## src/rtl/sevenseg_capture.sv

```systemverilog
// Seven-segment bus capture: samples an active-low multiplexed display,
// decodes each stable digit back to a nibble and emits a complete frame.
// Ports: clk, rst_n (sync, active-low), seg_in[6:0], dp_in, dig_sel_n[NDIG-1:0]
//        frame_digits, frame_err, frame_dp, frame_ovr, frame_valid, frame_ready.
// Option: define SEVENSEG_CAPTURE_DP_EN to capture decimal points.
module sevenseg_capture #(
    parameter int NDIG       = 4,
    parameter int STABLE_CYC = 3
) (
    input  logic              clk,
    input  logic              rst_n,
    input  logic [6:0]        seg_in,
    input  logic              dp_in,
    input  logic [NDIG-1:0]   dig_sel_n,
    output logic [4*NDIG-1:0] frame_digits,
    output logic [NDIG-1:0]   frame_err,
    output logic [NDIG-1:0]   frame_dp,
    output logic              frame_ovr,
    output logic              frame_valid,
    input  logic              frame_ready
);

`ifdef SEVENSEG_CAPTURE_DP_EN
    localparam int SW = NDIG + 8;
`else
    localparam int SW = NDIG + 7;
`endif

    localparam logic [7:0] MAX = 8'(STABLE_CYC - 1);

    logic [SW-1:0]     r_s;
    logic [7:0]        r_cnt;
    logic              r_done;
    logic [NDIG-1:0]   r_seen;
    logic [4*NDIG-1:0] r_wdig;
    logic [NDIG-1:0]   r_werr;
    logic [NDIG-1:0]   r_wdp;
    logic [4*NDIG-1:0] r_odig;
    logic [NDIG-1:0]   r_oerr;
    logic [NDIG-1:0]   r_odp;
    logic              r_ovr;
    logic              r_valid;

    logic [SW-1:0]     w_port;
    logic              w_dp_bit;
    logic              w_same;
    logic [7:0]        w_cnt_nxt;
    logic              w_done_eff;
    logic [NDIG-1:0]   w_sel;
    logic              w_onehot;
    logic [2:0]        w_idx;
    logic              w_cap;
    logic [4:0]        w_dec;
    logic [4*NDIG-1:0] w_wdig;
    logic [NDIG-1:0]   w_werr;
    logic [NDIG-1:0]   w_wdp;
    logic [NDIG-1:0]   w_seen;
    logic              w_full;
    logic              w_xfer;

`ifdef SEVENSEG_CAPTURE_DP_EN
    assign w_port   = {dig_sel_n, seg_in, dp_in};
    assign w_dp_bit = ~dp_in;
`else
    logic w_unused_dp;
    assign w_unused_dp = dp_in;
    assign w_port      = {dig_sel_n, seg_in};
    assign w_dp_bit    = 1'b0;
`endif

    // Returns {err, nibble}; anything outside the 16 glyphs is an error.
    function automatic logic [4:0] dec(input logic [6:0] s);
        case (s)
            7'h40:   dec = 5'h00;
            7'h79:   dec = 5'h01;
            7'h24:   dec = 5'h02;
            7'h30:   dec = 5'h03;
            7'h19:   dec = 5'h04;
            7'h12:   dec = 5'h05;
            7'h02:   dec = 5'h06;
            7'h78:   dec = 5'h07;
            7'h00:   dec = 5'h08;
            7'h10:   dec = 5'h09;
            7'h08:   dec = 5'h0A;
            7'h03:   dec = 5'h0B;
            7'h46:   dec = 5'h0C;
            7'h21:   dec = 5'h0D;
            7'h06:   dec = 5'h0E;
            7'h0E:   dec = 5'h0F;
            default: dec = 5'h10;
        endcase
    endfunction

    assign w_same     = (w_port == r_s);
    assign w_cnt_nxt  = !w_same ? 8'd0 :
                        (r_cnt == MAX) ? MAX : r_cnt + 8'd1;
    // A changed sample re-arms the one-shot in the same edge, which lets
    // STABLE_CYC=1 capture on the very first differing sample.
    assign w_done_eff = w_same & r_done;
    assign w_sel      = ~dig_sel_n;
    assign w_onehot   = (w_sel != '0) &&
                        ((w_sel & (w_sel - NDIG'(1))) == '0);
    assign w_cap      = (w_cnt_nxt == MAX) && !w_done_eff && w_onehot;
    assign w_dec      = dec(seg_in);
    assign w_xfer     = r_valid & frame_ready;

    always_comb begin
        w_idx = 3'd0;
        for (int i = NDIG - 1; i >= 0; i--) begin
            if (w_sel[i]) w_idx = 3'(i);
        end
    end

    always_comb begin
        w_wdig = r_wdig;
        w_werr = r_werr;
        w_wdp  = r_wdp;
        w_seen = r_seen;
        if (w_cap) begin
            w_wdig[4*w_idx +: 4] = w_dec[3:0];
            w_werr[w_idx]        = w_dec[4];
            w_wdp[w_idx]         = w_dp_bit;
            w_seen[w_idx]        = 1'b1;
        end
    end

    assign w_full = &w_seen;

    always_ff @(posedge clk) begin
        if (!rst_n) begin
            r_s     <= '1;
            r_cnt   <= 8'd0;
            r_done  <= 1'b0;
            r_seen  <= '0;
            r_wdig  <= '0;
            r_werr  <= '0;
            r_wdp   <= '0;
            r_odig  <= '0;
            r_oerr  <= '0;
            r_odp   <= '0;
            r_ovr   <= 1'b0;
            r_valid <= 1'b0;
        end else begin
            r_s    <= w_port;
            r_cnt  <= w_cnt_nxt;
            r_done <= w_done_eff | w_cap;
            r_wdig <= w_wdig;
            r_werr <= w_werr;
            r_wdp  <= w_wdp;
            r_seen <= w_full ? '0 : w_seen;
            if (w_full) begin
                if (!r_valid || w_xfer) begin
                    r_odig  <= w_wdig;
                    r_oerr  <= w_werr;
                    r_odp   <= w_wdp;
                    r_ovr   <= 1'b0;
                    r_valid <= 1'b1;
                end else begin
                    r_ovr <= 1'b1;
                end
            end else if (w_xfer) begin
                r_valid <= 1'b0;
            end
        end
    end

    assign frame_digits = r_odig;
    assign frame_err    = r_oerr;
    assign frame_dp     = r_odp;
    assign frame_ovr    = r_ovr;
    assign frame_valid  = r_valid;

endmodule
```

## config.mk

```make
export PLATFORM = sky130hd
export DESIGN_NAME = sevenseg_capture
export DESIGN_NICKNAME = d
export VERILOG_FILES = /design/src/rtl/sevenseg_capture.sv
export SDC_FILE = /design/constraint.sdc
export NUM_CORES = 1
export LEC_CHECK = 0
export ABC_AREA = 1
export CORE_MARGIN = 1.5
export CORE_UTILIZATION = 55
export DETAILED_ROUTE_END_ITERATION = 12
export GPL_ROUTABILITY_DRIVEN = 0
export PLACE_DENSITY = 0.78
export SETUP_SLACK_MARGIN = 0.15
export SLEW_MARGIN = 10
export SYNTH_ARGS = -nofsm -noshare
export SYNTH_HDL_FRONTEND = slang
export SYNTH_SLANG_ARGS = --single-unit
```

## constraint.sdc

```tcl
create_clock -name clk -period 4.41 [get_ports clk]
set_input_delay 0.882 -clock clk [delete_from_list [all_inputs] [get_ports clk]]
set_output_delay 0.882 -clock clk [all_outputs]
set_load 0.01 [all_outputs]
```

==> flow_summary.json <==
{
  "worst_clock_skew_ps": 7.599,
  "detail-route-antenna-nets": 0,
  "power.share.sequential": 0.495,
  "clk_latency_ps": 350,
  "post-place-ws_ps": 499.9,
  "static-leakage-power_nw": 2.126,
  "synth_area_um2": 3941,
  "async_flop_share": 0,
  "crit_chain": "clkdlybuf4s50_1, nand2_1, a21oi_2, inv_1, nand2_1, nand2_1, nor2_1, nand4_2, nor2_4, nand3_1, nand2_1, nand2_1, nor2_8, nand2_4, nand2_1, a21oi_1",
  "maxCapViolCount": 0,
  "switchingPower_w": 0.0003333,
  "internal_power_w": 0.001030,
  "worst_path_largest_cell_delay_ps": 600,
  "status": "finished clean",
  "route.detailed.vias_per_inst": 5.127,
  "post-route-worst-setup-slack_ps": 878.2,
  "hold_viol": 0,
  "cp-end-kind": "flip-flop",
  "power.share.switching": 0.2445,
  "cts_hold_buffers": 0,
  "ys.flop_type": "sky130_fd_sc_hd__dfxtp_1",
  "maximum_number_of_pins_on_one_net_before_global_route_repair": 28,
  "synthesized_area_divided_by_synthesized_cell_count_um2": 6.580,
  "detail_route.iter0.violations": 188,
  "synth.area.top_cells": "sky130_fd_sc_hd__dfxtp_1, sky130_fd_sc_hd__nand2_1, sky130_fd_sc_hd__nand3_1",
  "final_min_period_over_clock_period": 0.8009,
  "synth_top_cell_area_share": 0.3759,
  "synth.largest_area_cell": "sky130_fd_sc_hd__dfxtp_1",
  "floorplan.initialDensity": 0.5738,
  "cts.root.buffer_cell": "sky130_fd_sc_hd__clkbuf_8",
  "path_buf_inv": 2,
  "n_antenna_cell": 0,
  "min-delay-path-class": "flip-flop to flip-flop",
  "finalCriticalPeriod_ps": 3532,
  "synth_seq_cells": 74,
  "grt_pass1_wl_um": 14720,
  "worst-r2r-setup-slack_ps": 1670,
  "initial_antenna_violation_count": 0,
  "route.final.wire_length_um": 8683,
  "grt.overflow.total": 0,
  "setup_viol": 0,
  "worstReg2RegStart": "r_s[4]$_SDFF_PN1_",
  "finish.cell_count_without_fillers": 735,
  "first_global_vias": 3454,
  "drtPass1Iterations": 5,
  "slew_violations": 0,
  "timing.critical_path.fanout_max": 27,
  "worst_r2r_path_depth": 12,
  "cts-buffers-inserted": 9,
  "timing.critical_path.slowest_stage_cell": "sky130_fd_sc_hd__clkdlybuf4s50_1",
  "worst_pin_slew_ps": 875.5,
  "numClockSinks": 74,
  "avgRoutedWirePerCell_um": 11.81,
  "rsz0062_at_grt": "no",
  "cts_buffer_depth": 2,
  "synth-warning-count": 0,
  "cts_tree": "built",
  "cp_top_family": "simple AND/OR/NAND/NOR gates",
  "share_comb_of_total_power": 0.079,
  "min_to": "r_seen[0]$_SDFF_PP0_",
  "horizontal_die_dimension_um": 87.65,
  "nets": 659,
  "clockPowerShare": 0.426,
  "cp.arrival_ps": 3740,
  "maximum_ir_drop_on_the_vdd_rail_uv": 318.1,
  "place_hpwl_um": 6332,
  "cp.required_ps": 4620,
  "routed_via_count": 3768,
  "portBuffers": 39,
  "number_of_nets_in_the_synthesized_netlist": 624,
  "critical_path.most_common_cell": "sky130_fd_sc_hd__nand2_1",
  "site_rows": 30,
  "post-cts-setup-buffers": 0,
  "final_layout_size_suffix_gt1_frac": 0.05321,
  "die_height_um": 87.65,
  "ys_top_cells_by_count": "sky130_fd_sc_hd__nand2_1, sky130_fd_sc_hd__nand3_1, sky130_fd_sc_hd__inv_1, sky130_fd_sc_hd__dfxtp_1, sky130_fd_sc_hd__nor2_1",
  "worstReg2RegEnd": "frame_err[0]$_SDFFE_PN0P_",
  "die_area_um2": 7683,
  "pin_count": 41,
  "tns_ps": 0,
  "slew_headroom": 0.4149,
  "worst_hold_path.num_cells": 2,
  "cts.repair.resized": 0,
  "synthCells": 599,
  "synth_cell_types": 31,
  "power_density_nw_per_um2": 298.3,
  "worstHoldStart": "r_seen[0]$_SDFF_PP0_",
  "worst_setup_path_start_kind": "primary input",
  "gr-usage-all-layers": 0.2422,
  "clk_transition_reported_paths_ps": 80,
  "synth-edff-count": 0,
  "timing_worst_setup_path_type": "primary input to flip-flop",
  "area_growth_pct": 15.94,
  "floorplan.core_area_um2": 6869,
  "h_tree_levels": 3,
  "yosysMostFrequentCell": "sky130_fd_sc_hd__nand2_1",
  "detail_route.drc_violations": 0,
  "fraction_of_the_yosys_area_taken_by_sequential_cells": 0.3759,
  "fmax_ghz": 0.2831,
  "cells_after_dpl": 719
}
==> sequential cells by signal (all words and copies together) (netlist names), 4 cells and up <==
register,flops
frame_digits,16
r_wdig,16
r_s,11
r_cnt,8
frame_dp,4
frame_err,4
r_seen,4
r_wdp,4
r_werr,4
==> per-stage QoR <==
stage,power [W],hold WS (ps),util,area (um2)
detailed placement,0.0007962,447.3,0.6333,4350
finish,0.001363,456.4,0.6652,4569
global placement,0.0007934,443.5,0.6333,4350
CTS,0.001372,460.4,0.6652,4569
global route,0.001417,482.6,0.6652,4569
floorplan,0.0007624,431.8,-,3941
==> worst min-delay path: stages, from the launching register on <==
cell and delay (ps):
sky130_fd_sc_hd__dfxtp_1 300, sky130_fd_sc_hd__inv_1 60, sky130_fd_sc_hd__a21oi_1 50
==> power groups by stage <==
| stage | combinational [W] | sequential, W | clock [W] |
|---|---|---|---|
| global route | 0.000120 | 0.000676 | 0.000621 |
| global placement | 0.000103 | 0.000691 | 0 |
| floorplan | 0.0000718 | 0.000691 | 0 |
| finish | 0.000107 | 0.000675 | 0.000581 |
| detailed placement | 0.000105 | 0.000691 | 0 |
| CTS | 0.000106 | 0.000675 | 0.000591 |
==> metal layers <==
layer	global-route usage	vias to the layer above	share of wire
li1	-	1972	-
met1	0.2979	1686	0.46
met2	0.4112	92	0.49
met3	0.04713	18	0.039
met4	0.1082	0	0.019
met5	0	-	0
==> cells by family (layout without fill, tap and decap cells) <==
kind of cell | after synthesis | count (layout) | synth area share
adder cells (fa/ha/maj) | 10 | 10 | 0.03175
XOR/XNOR | 8 | 8 | 0.01778
AND/OR/NAND/NOR | 334 | 334 | 0.3654
flip-flops | 74 | 74 | 0.3759
AO/OA/AOI/OAI | 75 | 75 | 0.1006
buffers and inverters | 98 | 138 | 0.1086
==> worst max-delay path by stage <==
stage	start	end	slack, ps	cells past startpoint
6_report	dig_sel_n[1]	frame_digits[1]$_SDFFE_PN0P_	880	16
2_1_floorplan	dig_sel_n[3]	frame_digits[3]$_SDFFE_PN0P_	1320	12
5_1_grt	dig_sel_n[1]	frame_digits[0]$_SDFFE_PN0P_	520	16
3_5_place_dp	dig_sel_n[1]	frame_digits[2]$_SDFFE_PN0P_	500	16
3_3_place_gp	dig_sel_n[1]	frame_digits[6]$_SDFFE_PN0P_	590	16
4_1_cts	dig_sel_n[1]	frame_digits[2]$_SDFFE_PN0P_	880	16
==> layout make-up <==
cell class / instances / area, um2
multi-input cells: 427 / 2032
repair buffers: 43 / 420.4
fillers: 632 / 2300
clock inverters: 6 / 91.34
inverters: 79 / 296.5
well taps: 96 / 120.1
clock buffers: 10 / 127.6
flip-flops and latches: 74 / 1481
==> placed cells by master, fill, tap and decap left out, types with 3 or more instances in the layout <==
| master | n |
|---|---|
| sky130_fd_sc_hd__clkbuf_8 | 9 |
| sky130_fd_sc_hd__nor2_1 | 57 |
| sky130_fd_sc_hd__o21ai_0 | 19 |
| sky130_fd_sc_hd__nor3_1 | 6 |
| sky130_fd_sc_hd__nand2_1 | 173 |
| sky130_fd_sc_hd__xor2_1 | 3 |
| sky130_fd_sc_hd__clkinv_4 | 3 |
| sky130_fd_sc_hd__clkdlybuf4s50_1 | 39 |
| sky130_fd_sc_hd__xnor2_1 | 5 |
| sky130_fd_sc_hd__nand4_1 | 8 |
| sky130_fd_sc_hd__inv_2 | 3 |
| sky130_fd_sc_hd__nand3_1 | 77 |
| sky130_fd_sc_hd__dfxtp_1 | 74 |
| sky130_fd_sc_hd__buf_4 | 4 |
| sky130_fd_sc_hd__a21oi_1 | 51 |
| sky130_fd_sc_hd__inv_1 | 76 |
| sky130_fd_sc_hd__ha_1 | 10 |
Note: power is estimated with default switching activity, not from simulation.
==> variant 1, RTL diff (same flow settings) <==
Register the output `frame_digits` once more, with the module's reset; this adds one clock of latency there. The other outputs are not delayed to match.
--- a/src/rtl/sevenseg_capture.sv
+++ b/src/rtl/sevenseg_capture.sv
@@ -164,7 +164,13 @@
         end
     end
 
-    assign frame_digits = r_odig;
+    always_ff @(posedge clk) begin
+        if (!rst_n) begin
+            frame_digits <= '0;
+        end else begin
+            frame_digits <= r_odig;
+        end
+    end
     assign frame_err    = r_oerr;
     assign frame_dp     = r_odp;
     assign frame_ovr    = r_ovr;
Formal check against the unedited RTL: same outputs for any inputs over 10 cycles, from zero or initial values and one cycle with rst_n low; that may be too few to reach the edited logic, so the function may still have changed.
==> variant 1 against the unedited design <==
- area after synthesis is 11% higher
- setup slack worse by 0.10 ns
- routed wire length rose by 5.7%
- cell count up 7.3%
- sequential cell count up 16
- sequential power up 21%
- final area rose by 11%
- total power rose by 14%
- clock power grew 8.4%
- largest cell class unchanged
==> variant 1: results (changes against the unedited design) <==
** Status
- Status: complete, no violations (unchanged).

** GRT
- The global-route wire length before repair is 16500 um (was 14700 um).
- The number of global-route vias before repair came to 3923 (was 3454).
- Met3 global-route usage :: 3.28% (was 4.71%)
- GR met1 Demand/Resource :: 28.5% (was 29.8%)
- The maximum number of pins on one net before global-route repair was 36 (was 28).
- Overall routing resource usage :: 23.7% (was 24.2%)

** Synth
- The compound-gate portion of the synthesized area is 8.02% (was 10.1%).
- The number of distinct standard cells referenced by the synthesized netlist is 33 (was 31).
- Register area share after synthesis :: 41.1% (was 37.6%)
- Commonest cells in the netlist: sky130_fd_sc_hd__nand2_1, sky130_fd_sc_hd__dfxtp_1, sky130_fd_sc_hd__inv_1 (was sky130_fd_sc_hd__nand2_1, sky130_fd_sc_hd__nand3_1, sky130_fd_sc_hd__inv_1).
- Nets in the synthesized netlist :: 670 (was 624)
- Synth Area in XOR/XNOR :: 1.40% (was 1.78%)

** Final layout
- Design area :: 5070 um^2 (was 4570 um^2)
- The final-layout fill cell count came to 690 (was 632).
- The net total in the final layout came to 707 (was 659).
- The fraction of final layout cells sized beyond drive strength 1 is 7.86% (was 5.32%).

** Detailed routing
- The overall via count from detail_route is 4012 (was 3768).
- Count of routing violations after the opening detailed-route iteration :: 182 (was 188)
- The routed wirelength normalized by instance count was 11.6 um (was 11.8 um).

** Power and ir drop
- Largest vdd supply drop :: 0.000168 V (was 0.000318 V)

** Placement
- The placed wire-length estimate after detailed placement was 6620 um (was 6330 um).
- Pre-CTS setup slack :: 0.415 ns (was 0.500 ns)
- Placed Instance Area :: 4850 um^2 (was 4350 um^2)

** Critical path
- The largest driver fanout on the critical path came to 26 (was 27).
- Arrival time at the worst endpoint :: 3.85 ns (was 3.74 ns)
- Longest individual stage delay on the worst path :: 0.58 ns (was 0.60 ns)

** Clock tree
- Htree depth :: 3 (unchanged)

** Timing
- The transition time of the tightest slew-check pin was 0.801 ns (was 0.875 ns).
-- variant 1: area by class of cell --
cell class	count	area share, %
Multi-Input combinational cell	448	42.4
Sequential cell	90	35.5
Timing Repair Buffer	45	8.59
Inverter	88	6.51
Clock buffer	10	2.52
Tap cell	102	2.52
Clock inverter	6	1.90
-- variant 1: kinds of logic after synthesis --
logic type / count (synthesis)
and+or+nand+nor: 368
buffers and inverters: 107
DFF: 90
AOI/OAI and AO/OA: 63
adders and majority gates: 10
xor gates and xnor gates: 7
-- variant 1: metrics by stage --
step	instances	total power, W	hold slack, ns
global placement	773	0.000942	0.418
CTS	789	0.00157	0.427
floorplan	645	0.000908	0.407
finish	789	0.00156	0.427
global route	789	0.00162	0.444
detailed placement	773	0.000945	0.414
-- variant 1: worst paths after layout --
check                         start                         end  slack, ns  depth (start not counted)
max                       seg_in[4]      r_odig[6]$_SDFFE_PN0P_       0.78                         15
min          r_odig[1]$_SDFFE_PN0P_  frame_digits[1]$_SDFF_PN0_       0.43                          2
max reg2reg     r_cnt[0]$_SDFF_PN0_      r_odig[6]$_SDFFE_PN0P_       1.46                         14
min reg2reg  r_odig[1]$_SDFFE_PN0P_  frame_digits[1]$_SDFF_PN0_       0.43                          2
-- variant 1: power by group --
group          internal (W)  switching (W)
clock network      0.000327       0.000303
registers          0.000817     0.00000280
logic             0.0000351      0.0000729
-- variant 1: routing by layer --
metal  up-vias  routed length, um
li1       2087                  -
met4         0                119
met2        87               4540
met3        11                358
met1      1827               4160
met5         -                  0
==> variant 2, RTL diff (same settings) <==
Made on the original files. Set the parameter `NDIG` to 8 (it was 4).
--- a/src/rtl/sevenseg_capture.sv
+++ b/src/rtl/sevenseg_capture.sv
@@ -4,7 +4,7 @@
 //        frame_digits, frame_err, frame_dp, frame_ovr, frame_valid, frame_ready.
 // Option: define SEVENSEG_CAPTURE_DP_EN to capture decimal points.
 module sevenseg_capture #(
-    parameter int NDIG       = 4,
+    parameter int NDIG       = 8,
     parameter int STABLE_CYC = 3
 ) (
     input  logic              clk,
Ports: changed (resized dig_sel_n, frame_digits, frame_dp and frame_err); port bits go from 41 to 69. No check against the original RTL was run, so the function may have changed too.
==> variant 2 against the unedited design <==
- total power grew 100%
- register-to-register slack worse by 0.36 ns
- sequential share of layout area rose by 2.1 points
- critical endpoint is now frame_digits[24]$_SDFFE_PN0P_
- final area rose by 65%
- sequential cell count increased by 56
- highest routed layer unchanged
- area after synthesis grew 55%
- setup slack got worse by 0.0046 ns
- synthesized cell count grew 58%
- routed wire length up 49%
- critical path type unchanged
- via count grew 45%
==> variant 2: results (changes against the unedited design) <==
** Synth
- The fraction of synthesized cell area in xor and xnor cells came to 0.429% (was 1.78%).
- Post-synth cell types :: 38 (was 31)
- The share of synthesized area occupied by flip-flops and latches was 42.5% (was 37.6%).
- The adder and majority cell fraction of the synthesized area was 1.02% (was 3.17%).
- Ranking of synthesized cells by area :: sky130_fd_sc_hd__dfxtp_1, sky130_fd_sc_hd__nand2_1, sky130_fd_sc_hd__inv_1 (was sky130_fd_sc_hd__dfxtp_1, sky130_fd_sc_hd__nand2_1, sky130_fd_sc_hd__nand3_1)
- The number of instances in the synthesized netlist is 944 (was 599).
- Compound-gate portion of the synthesized area :: 6.86% (was 10.1%)
- Commonest cells in the netlist :: sky130_fd_sc_hd__nand2_1, sky130_fd_sc_hd__inv_1, sky130_fd_sc_hd__dfxtp_1 (was sky130_fd_sc_hd__nand2_1, sky130_fd_sc_hd__nand3_1, sky130_fd_sc_hd__inv_1)

** Detailed routing
- Overall routed net length :: 13000 um (was 8680 um)
- The post-route antenna net violation count was 0 (unchanged).
- The per-cell via count in the routed design is 4.65 (was 5.13).
- The routed wirelength normalized by instance count came to 11.1 um (was 11.8 um).
- The number of DRC markers in iteration 0 was 271 (was 188).

** Hold path
- The number of cells on the worst hold path was 2 (unchanged).

** Timing
- The tightest slew margin relative to the limit was 55.1% (was 41.5%).

** Placement
- Number of placed instances, taps included :: 1141 (was 719)
- Placed Instance Area :: 6940 um^2 (was 4350 um^2)
- Pre-CTS setup slack :: 0.428 ns (was 0.500 ns)
- The number of port buffers was 67 (was 39).
- The placed wire-length estimate after detailed placement was 8710 um (was 6330 um).

** Critical path
- Length in cells of the worst reg-to-reg path :: 19 (was 12)
- The largest driver fanout on the critical path was 38 (was 27).
- The arrival time at the worst endpoint is 3.96 ns (was 3.74 ns).

** GRT
- The maximum number of pins on one net before global-route repair is 39 (was 28).
- The global-route usage over all layers was 23.6% (was 24.2%).
- The number of global-route vias before repair came to 4988 (was 3454).
- The global-route wire length before repair was 21900 um (was 14700 um).

** Power and ir drop
- The maximum vdd ir drop is 0.000230 V (was 0.000318 V).
- The internal power consumption was 0.00210 W (was 0.00103 W).

** Clock tree
- The root buffer cell was sky130_fd_sc_hd__clkbuf_8 (unchanged).
- The CTS buffer count was 17 (was 9).
- The number of H-tree branching levels was 4 (was 3).
- Clock transition at the register clock pins on the worst setup and hold paths after CTS :: 0.06 ns (was 0.08 ns)

** Final layout
- The final-layout fill cell count was 923 (was 632).
- The fraction of final layout cells sized beyond drive strength 1 is 6.30% (was 5.32%).
- The net total in the final layout is 1044 (was 659).

** Status
- Status: complete, no violations (unchanged).
[variant 2: critical path, cell delays in order]
cell and delay (ns):
sky130_fd_sc_hd__clkdlybuf4s50_1 0.58, sky130_fd_sc_hd__inv_1 0.09, sky130_fd_sc_hd__nand2_1 0.06, sky130_fd_sc_hd__nand2_1 0.04, sky130_fd_sc_hd__nor2_1 0.16, sky130_fd_sc_hd__nand2_1 0.14, sky130_fd_sc_hd__nor2_4 0.15, sky130_fd_sc_hd__nand2_2 0.12
sky130_fd_sc_hd__nor2_4 0.13, sky130_fd_sc_hd__nand3_4 0.11, sky130_fd_sc_hd__nor2_8 0.15, sky130_fd_sc_hd__nand3_1 0.18, sky130_fd_sc_hd__nand2_1 0.16, sky130_fd_sc_hd__nand2_1 0.07, sky130_fd_sc_hd__nor2_1 0.19, sky130_fd_sc_hd__nand3_2 0.17
sky130_fd_sc_hd__nand2_2 0.13, sky130_fd_sc_hd__buf_12 0.21, sky130_fd_sc_hd__nand2_1 0.10, sky130_fd_sc_hd__nand2_1 0.08, sky130_fd_sc_hd__inv_1 0.05
[variant 2: cell type report]
cell class	instances	area (um^2)	area share, %
Sequential cell	130	2600	34.6
Tap cell	140	175	2.33
Timing Repair Buffer	75	738	9.80
Multi-Input combinational cell	529	2420	32.1
Clock buffer	17	414	5.50
Inverter	267	1000	13.3
Clock inverter	14	180	2.39
[variant 2: power by group through the flow]
stage	combinational [W]	sequential, W	clock [W]
after detailed placement	0.000137	0.00121	0
after CTS	0.000138	0.00118	0.00143
after floorplan	0.0000907	0.00121	0
after global placement	0.000136	0.00121	0
final	0.000139	0.00119	0.00142
after global routing	0.000157	0.00119	0.00149
[variant 2: layer usage]
metal | up-vias | wire, um | GRT usage, %
li1 | 2931 | - | -
met1 | 2351 | 6120 | 29.2
met2 | 139 | 6010 | 39.8
met3 | 29 | 582 | 5.97
met4 | 0 | 253 | 8.08
met5 | - | 0 | 0
[variant 2: path summary, 6_finish.rpt]
check | from | slack (ns) | endpoint
hold reg to reg | r_wdp[3]$_SDFF_PN0_ | 0.47 | r_wdp[3]$_SDFF_PN0_
setup reg to reg | r_cnt[0]$_SDFF_PN0_ | 1.31 | frame_digits[24]$_SDFFE_PN0P_
setup / recovery | seg_in[1] | 0.87 | frame_digits[24]$_SDFFE_PN0P_
hold / removal | r_wdp[3]$_SDFF_PN0_ | 0.47 | r_wdp[3]$_SDFF_PN0_
[variant 2: per-stage QoR]
stage                     hold slack [ns]  total power [W]
after floorplan                     0.442          0.00130
after global placement              0.455          0.00135
after detailed placement            0.456          0.00135
after CTS                           0.469          0.00275
after global routing                0.491          0.00284
final                               0.466          0.00274
